==> src/rtl/pipe_hazard_ctrl.sv <==
// Hazard and control unit for the 5-stage pipeline.
// Drives flush/hold of the pipeline registers for load-use hazards, taken
// branches, jumps and interrupt entry, and computes EX-stage forwarding selects.
module pipe_hazard_ctrl #(
    parameter int unsigned LU_STALL    = 1,
    parameter int unsigned IRQ_HOLDOFF = 4
) (
    input  logic       CLK,
    input  logic       Reset,
    input  logic [4:0] ID_rs,
    input  logic [4:0] ID_rt,
    input  logic [2:0] ID_PCsrc,
    input  logic       EX_MemRd,
    input  logic [4:0] EX_rt,
    input  logic [4:0] EX_rs_fw,
    input  logic [4:0] EX_rt_fw,
    input  logic       EX_BranchTaken,
    input  logic       MEM_RegWr,
    input  logic [4:0] MEM_rdes,
    input  logic       WB_RegWr,
    input  logic [4:0] WB_rdes,
    input  logic       IRQ,
    output logic       PC_Hold,
    output logic       IF_Protect,
    output logic       IF_Flush,
    output logic       ID_Flush,
    output logic [1:0] ForwardA,
    output logic [1:0] ForwardB,
    output logic       IntAccept,
    output logic       branchBeforeInter
);

    localparam logic [1:0] ST_RUN   = 2'd0;
    localparam logic [1:0] ST_STALL = 2'd1;
    localparam logic [1:0] ST_INT   = 2'd2;

    localparam logic [2:0] STALL_RELOAD   = 3'(LU_STALL - 1);
    localparam logic [3:0] HOLDOFF_RELOAD = 4'(IRQ_HOLDOFF);
    localparam bit         MULTI_STALL    = (LU_STALL > 1);

    logic [1:0] state_q, state_d;
    logic [2:0] stall_cnt_q, stall_cnt_d;
    logic [3:0] holdoff_q, holdoff_d;
    logic       irq_pend_q, irq_pend_d;
    logic       irq_dly_q, irq_dly_d;

    logic       load_use;
    logic       id_is_jump;
    logic       irq_edge;
    logic       irq_ready;

    logic       pc_hold_c;
    logic       if_protect_c;
    logic       if_flush_c;
    logic       id_flush_c;
    logic       int_accept_c;
    logic       branch_before_int_c;

    // Hazard conditions derived from the current pipeline contents.
    always_comb begin
        load_use   = EX_MemRd && (EX_rt != 5'd0) &&
                     ((EX_rt == ID_rs) || (EX_rt == ID_rt));
        id_is_jump = (ID_PCsrc == 3'd2) || (ID_PCsrc == 3'd3);
        irq_edge   = IRQ && !irq_dly_q;
        irq_ready  = irq_pend_q && (holdoff_q == 4'd0);
    end

    // Next-state and control-output logic; reset forces every control output low.
    always_comb begin
        state_d             = state_q;
        stall_cnt_d         = stall_cnt_q;
        irq_pend_d          = irq_pend_q;
        irq_dly_d           = IRQ;
        holdoff_d           = (holdoff_q != 4'd0) ? (holdoff_q - 4'd1) : 4'd0;
        pc_hold_c           = 1'b0;
        if_protect_c        = 1'b0;
        if_flush_c          = 1'b0;
        id_flush_c          = 1'b0;
        int_accept_c        = 1'b0;
        branch_before_int_c = 1'b0;

        if (irq_edge && (holdoff_q == 4'd0)) begin
            irq_pend_d = 1'b1;
        end

        case (state_q)
            ST_RUN: begin
                if (EX_BranchTaken) begin
                    if_flush_c = 1'b1;
                    id_flush_c = 1'b1;
                end else if (load_use) begin
                    pc_hold_c    = 1'b1;
                    if_protect_c = 1'b1;
                    id_flush_c   = 1'b1;
                    if (MULTI_STALL) begin
                        state_d     = ST_STALL;
                        stall_cnt_d = STALL_RELOAD;
                    end
                end else if (irq_ready) begin
                    int_accept_c        = 1'b1;
                    if_flush_c          = 1'b1;
                    branch_before_int_c = (ID_PCsrc != 3'd0);
                    irq_pend_d          = 1'b0;
                    holdoff_d           = HOLDOFF_RELOAD;
                    state_d             = ST_INT;
                end else if (id_is_jump) begin
                    if_flush_c = 1'b1;
                end
            end
            ST_STALL: begin
                pc_hold_c    = 1'b1;
                if_protect_c = 1'b1;
                id_flush_c   = 1'b1;
                if (stall_cnt_q <= 3'd1) begin
                    stall_cnt_d = 3'd0;
                    state_d     = ST_RUN;
                end else begin
                    stall_cnt_d = stall_cnt_q - 3'd1;
                end
            end
            ST_INT: begin
                id_flush_c = 1'b1;
                state_d    = ST_RUN;
            end
            default: begin
                state_d = ST_RUN;
            end
        endcase

        if (Reset) begin
            state_d             = ST_RUN;
            stall_cnt_d         = 3'd0;
            irq_pend_d          = 1'b0;
            irq_dly_d           = 1'b0;
            holdoff_d           = 4'd0;
            pc_hold_c           = 1'b0;
            if_protect_c        = 1'b0;
            if_flush_c          = 1'b0;
            id_flush_c          = 1'b0;
            int_accept_c        = 1'b0;
            branch_before_int_c = 1'b0;
        end
    end

    // State, counters and interrupt latch registers.
    always_ff @(posedge CLK) begin
        state_q     <= state_d;
        stall_cnt_q <= stall_cnt_d;
        holdoff_q   <= holdoff_d;
        irq_pend_q  <= irq_pend_d;
        irq_dly_q   <= irq_dly_d;
    end

    // Forwarding selects: MEM result has priority over WB, $0 never forwards.
    always_comb begin
        ForwardA = 2'd0;
        ForwardB = 2'd0;
        if (MEM_RegWr && (MEM_rdes != 5'd0) && (MEM_rdes == EX_rs_fw)) begin
            ForwardA = 2'd1;
        end else if (WB_RegWr && (WB_rdes != 5'd0) && (WB_rdes == EX_rs_fw)) begin
            ForwardA = 2'd2;
        end
        if (MEM_RegWr && (MEM_rdes != 5'd0) && (MEM_rdes == EX_rt_fw)) begin
            ForwardB = 2'd1;
        end else if (WB_RegWr && (WB_rdes != 5'd0) && (WB_rdes == EX_rt_fw)) begin
            ForwardB = 2'd2;
        end
    end

    // Flush of IF/ID always overrides a request to protect it.
    always_comb begin
        PC_Hold           = pc_hold_c;
        IF_Flush          = if_flush_c;
        IF_Protect        = if_protect_c && !if_flush_c;
        ID_Flush          = id_flush_c;
        IntAccept         = int_accept_c;
        branchBeforeInter = branch_before_int_c;
    end

endmodule

==> config.mk <==
export PLATFORM = sky130hd
export DESIGN_NAME = pipe_hazard_ctrl
export DESIGN_NICKNAME = d
export VERILOG_FILES = /design/src/rtl/pipe_hazard_ctrl.sv
export SDC_FILE = /design/constraint.sdc
export NUM_CORES = 1
export LEC_CHECK = 0
export BUFFER_PORTS_ARGS = -buffer_cell sky130_fd_sc_hd__buf_2
export CELL_PAD_IN_SITES_DETAIL_PLACEMENT = 1
export CELL_PAD_IN_SITES_GLOBAL_PLACEMENT = 1
export CORE_ASPECT_RATIO = 1.5
export CORE_MARGIN = 5
export CORE_UTILIZATION = 28
export DETAILED_ROUTE_END_ITERATION = 6
export GPL_ROUTABILITY_DRIVEN = 0
export GPL_TIMING_DRIVEN = 1
export PLACE_DENSITY = 0.82
export SLEW_MARGIN = 20
export SYNTH_ARGS = -nofsm -noshare
export SYNTH_HDL_FRONTEND = slang
export SYNTH_SLANG_ARGS = --single-unit
==> constraint.sdc <==
create_clock -name CLK -period 3.6 [get_ports CLK]
set_input_delay 0.72 -clock CLK [delete_from_list [all_inputs] [get_ports CLK]]
set_output_delay 0.72 -clock CLK [all_outputs]
set_load 0.03 [all_outputs]
=== Yosys cells after proc, flatten, opt, wreduce, memory -nomap -nowiden ===
Index checks and enable logic that the tools add are counted.

* Add/sub/neg operators: 2
* $lt $le $gt $ge: 1
* Eq/ne operators: 14
* Multiplexer cells: 43
* Reductions and logical operators: 25

{| class="wikitable"
|+ Operators with widths
! cell !! count
|-
| 5-bit == test || 6
|-
| 1-bit two-way mux || 26
|-
| 4-bit two-way mux || 5
|-
| 2-bit two-way mux || 8
|-
| 5-bit nonzero test || 3
|-
| 1-bit logical AND || 12
|-
| 2-bit != test (second input constant) || 4
|-
| 3-bit by 2-bit == test with 1-bit output (second input constant) || 2
|-
| 4-bit zero test || 1
|-
| 1-bit one-hot mux with 2 select lines || 2
|-
| 2-bit one-hot mux with 2 select lines || 1
|-
| 4-bit AND reduction || 1
|-
| 4-bit nonzero test || 1
|-
| 4-bit by 1-bit subtractor with 4-bit output (second input constant) || 1
|-
| 3-bit by 1-bit less-or-equal comparator with 1-bit output (second input constant) || 1
|-
| 3-bit two-way mux || 1
|-
| 3-bit nonzero test || 1
|-
| 3-bit by 1-bit subtractor with 3-bit output (second input constant) || 1
|-
| 2-bit by 1-bit == test with 1-bit output (second input constant) || 1
|-
| 2-bit == test (second input constant) || 1
|-
| 1-bit zero test || 2
|-
| 2-bit zero test || 1
|-
| 1-bit logical OR || 2
|-
| 2-bit OR reduction || 1
|}

* Flip-flop bits (word level): 11
* Bits of input ports: 45
* Output and inout bits: 10

=== Depth between registers and ports, before layout ===
* Word-level depth: 10
* Depth in mapped cells: 5
* Gate-level depth less buffers: 5

=== Worst setup path before layout ===
OpenSTA, ideal clock, no wires.

* Kind: input-to-output
* Start point: input MEM_rdes[4]
* End point: output ForwardA[1]
* Arrival time: 2.355 ns
* Data required time: 2.880 ns
* Slack: 0.525 ns
* Stages: 4
* Buffers on the path: 0
* Path through: xnor2_1 > nand3_1 > nor4_1 > nor4_2

* Longest elaborated chain between the ends: 4
* Elaborated cells on any way between the ends: 5
* Classes of those cells: 1 x eq/ne; 1 x mux; 3 x reduce/logical

{| class="wikitable"
|+ Ends and longest elaborated chain
! what !! line !! text
|-
| start: declaration || 19 || <nowiki>input logic [4:0] MEM_rdes,</nowiki>
|-
| 5-bit nonzero test || 158 || <nowiki>if (MEM_RegWr && (MEM_rdes != 5'd0) && (MEM_rdes == EX_rs_fw)) begin</nowiki>
|-
| 1-bit logical AND || 158 ||
|-
| 1-bit logical AND * || 158 ||
|-
| 2-bit two-way mux * || 158 ||
|-
| end: declaration || 27 || <nowiki>output logic [1:0] ForwardA,</nowiki>
|}

Mark *: on every way between the ends. The rest lies on a longest branch, timed or not.

=== Final worst setup path ===
* Start point: input MEM_rdes[1]
* End point: output ForwardB[1]

* Longest elaborated chain between the ends: 4
* Elaborated cells on any way between the ends: 5
* Classes of those cells: 1 x eq/ne; 1 x mux; 3 x reduce/logical

{| class="wikitable"
|+ Ends and longest elaborated chain
! what !! line !! text
|-
| 5-bit nonzero test || 163 || <nowiki>if (MEM_RegWr && (MEM_rdes != 5'd0) && (MEM_rdes == EX_rt_fw)) begin</nowiki>
|-
| 1-bit logical AND || 163 ||
|-
| 1-bit logical AND * || 163 ||
|-
| 2-bit two-way mux * || 163 ||
|-
| end: declaration || 28 || <nowiki>output logic [1:0] ForwardB,</nowiki>
|}

Marked as above.

==> flow_summary.ini <==
[setup_path]
max_stage_delay_ps = 530
cpMaxStageDelayCell = or4_4
critPathMaxFanout = 3
r2r-end = holdoff_q[2]
worstSetupPathType = primary input to output pin
endpoint_kind = output pin
worstSetupStartpoint = MEM_rdes[1]
timing.rr.start = holdoff_q[1]
crit_family = simple AND/OR/NAND/NOR gates
crit_buf_inv = 2
reg2reg_slack_ps = 2200
reg2regPathDepth = 4
cp_cell_sequence = buf_2 -> or4_4 -> o21ai_2 -> nor4_1 -> nor4_2 -> buf_2
path_common_cell = buf_2
crit_cells = 6
timing.critical_path.to = ForwardB[1]
cp-start-kind = primary input
crit_required_ps = 2880
cp_data_arrival_time_ps = 2130

[power_and_ir_drop]
leakage_nw = 0.510
power_mw = 0.263
power-per-cell-area_mw_per_mm2 = 249
ir_worst_vdd_uv = 99.1

[clock_tree]
clkSlewWorstSetupHoldPaths_ps = 50
numCtsBuffers = 3
postCtsHoldBufs = 0
htreeDepth = 1
post_cts_buffers = 0
cts_tree = done
cts_resized = 0
insertion_delay_ps = 260
cts.sinks = 7
cts_max_path_buffers = 2
cts-root-buf = clkbuf_4

[final_layout]
fillers = 314
finalNonFillerCells = 171
postLayoutCellArea_mm2 = 0.00105
layout-drive-gt1-share_pct = 43.5
insertedDiodeCount = 0
final_util_pct = 42.5
finalNetCount = 193
syn_to_final_growth_pct = 44.9

[synthesis]
synth_seq_cells = 7
ys.flop_type = dfxtp_1
synthCells = 89
avgSynthCellArea_um2 = 8.17
synth_cell_types = 28
synth-edff-count = 0
yosys_warnings = 0
async_flop_share_pct = 0
syn_nets = 134
seq_area_frac_synth_pct = 19.3
synth_area_um2 = 727

[worst_hold_path]
hold_start = irq_pend_q
hp-class = flop to flop
whs_path_depth = 1

[route]
via_per_inst = 5.13
drt-total-wl_mm = 2.59
drt-initial-drc-count = 4
ant_nets = 0
drc = 0
num_vias = 877
post_drt_wl_per_cell_um = 15.1
first_pass_iters = 3

[global_routing]
grt_antenna_before_repair = 0
globalRouteTotalUtil_pct = 14.7
grt_start_max_net_pins = 9
grt-ovfl-total = 0
grt_pass1_wl_mm = 4.17
grt_pass1_vias = 1006

[sta]
drv_slew = 0
fin_crit_sh_pct = 79.1
fin_crit_ps = 2850
clock_skew_ps = 8.46
setup_slack_ps = 754
slew_headroom_pct = 70.5
setup_viol_count_final = 0
fin_hold_ws_ps = 493
worst_pin_slew_ps = 438
fin_setup_tns_ps = 0
fmaxAchievable_mhz = 351
rsz0062_at_grt = no
hold_viol = 0

[status]
status = finished clean

[floorplanning]
die-area_mm2 = 0.00374
die_w_um = 51.6
die_h_um = 72.4
row_count = 22
core_mm2 = 0.00248
start_util_pct = 29.3
io_pins = 55

[place]
dpl_cell_area_mm2 = 0.00103
post-place-ws_ps = 735
dp_hpwl_mm = 2.37
post-place-cells = 167
io_buffers = 54

[run]
cap_viol_max_count = 0
[area by class of cell]
cell class,count,area (um^2),share of cell area [%]
timing repair buffer,54,270,25.7
inverter,3,11.3,1.07
clock buffer,4,26.3,2.49
multi-input combinational,79,576,54.6
sequential,7,140,13.3
tap,24,30.0,2.85
[logic make-up after synthesis]
family	after synthesis	synth area share [%]
AND/OR/NAND/NOR	35	30.3
buffers and inverters	3	1.55
AO/OA/AOI/OAI	13	11.4
multiplexers	1	1.38
XOR/XNOR	30	36.1
flip-flops	7	19.3
[synth_stat cells (3+ instances only)]
master	count	area, um^2
o21ai_0	3	15.0
nor4_2	3	37.5
nor3_1	7	35.0
xnor2_1	6	52.6
nor2_1	5	18.8
dfxtp_1	7	140
xor2_1	24	210
or4_1	4	30.0
inv_1	3	11.3
[where the power goes]
part           internal, mW  switching (mW)
clock                0.0425          0.0315
sequential           0.0817         0.00352
combinational        0.0477          0.0560
[worst min-delay path by stage]
stage	to
3_3_place_gp	irq_pend_q
5_1_grt	holdoff_q[3]
6_report	irq_pend_q
4_1_cts	irq_pend_q
2_1_floorplan	irq_pend_q
3_5_place_dp	irq_pend_q
[layout by cell type, fill, tap and decap left out, types with 2 or more instances in the layout]
cell type | netlist | routed
nor4_1 | 2 | 2
o21ai_0 | 3 | 3
or2_2 | 2 | 2
nor2b_1 | 2 | 2
nor4_2 | 3 | 3
nand3_1 | 2 | 2
inv_1 | 3 | 3
buf_2 | 0 | 54
xor2_1 | 24 | 24
a21oi_1 | 2 | 2
and2_1 | 2 | 2
o21ai_1 | 2 | 2
nor3_1 | 7 | 7
dfxtp_1 | 7 | 7
xnor2_1 | 6 | 6
or4_1 | 4 | 4
clkbuf_4 | 0 | 3
nor2_1 | 5 | 5
nand2_1 | 2 | 2
[registers in the layout (all words and copies together), names as in the netlist]
| signal | cells |
|---|---|
| irq_dly_q | 1 |
| irq_pend_q | 1 |
| holdoff_q | 4 |
| state_q | 1 |
[layer usage]
layer  wire length (um)  share of wire [%]  track usage (%)
met1                882                 34             14.3
met5                  0                  0                0
met4                 50                1.9             7.58
met3                182                7.0             2.46
met2               1480                 57             28.3
(Power assumes the default switching activity.)
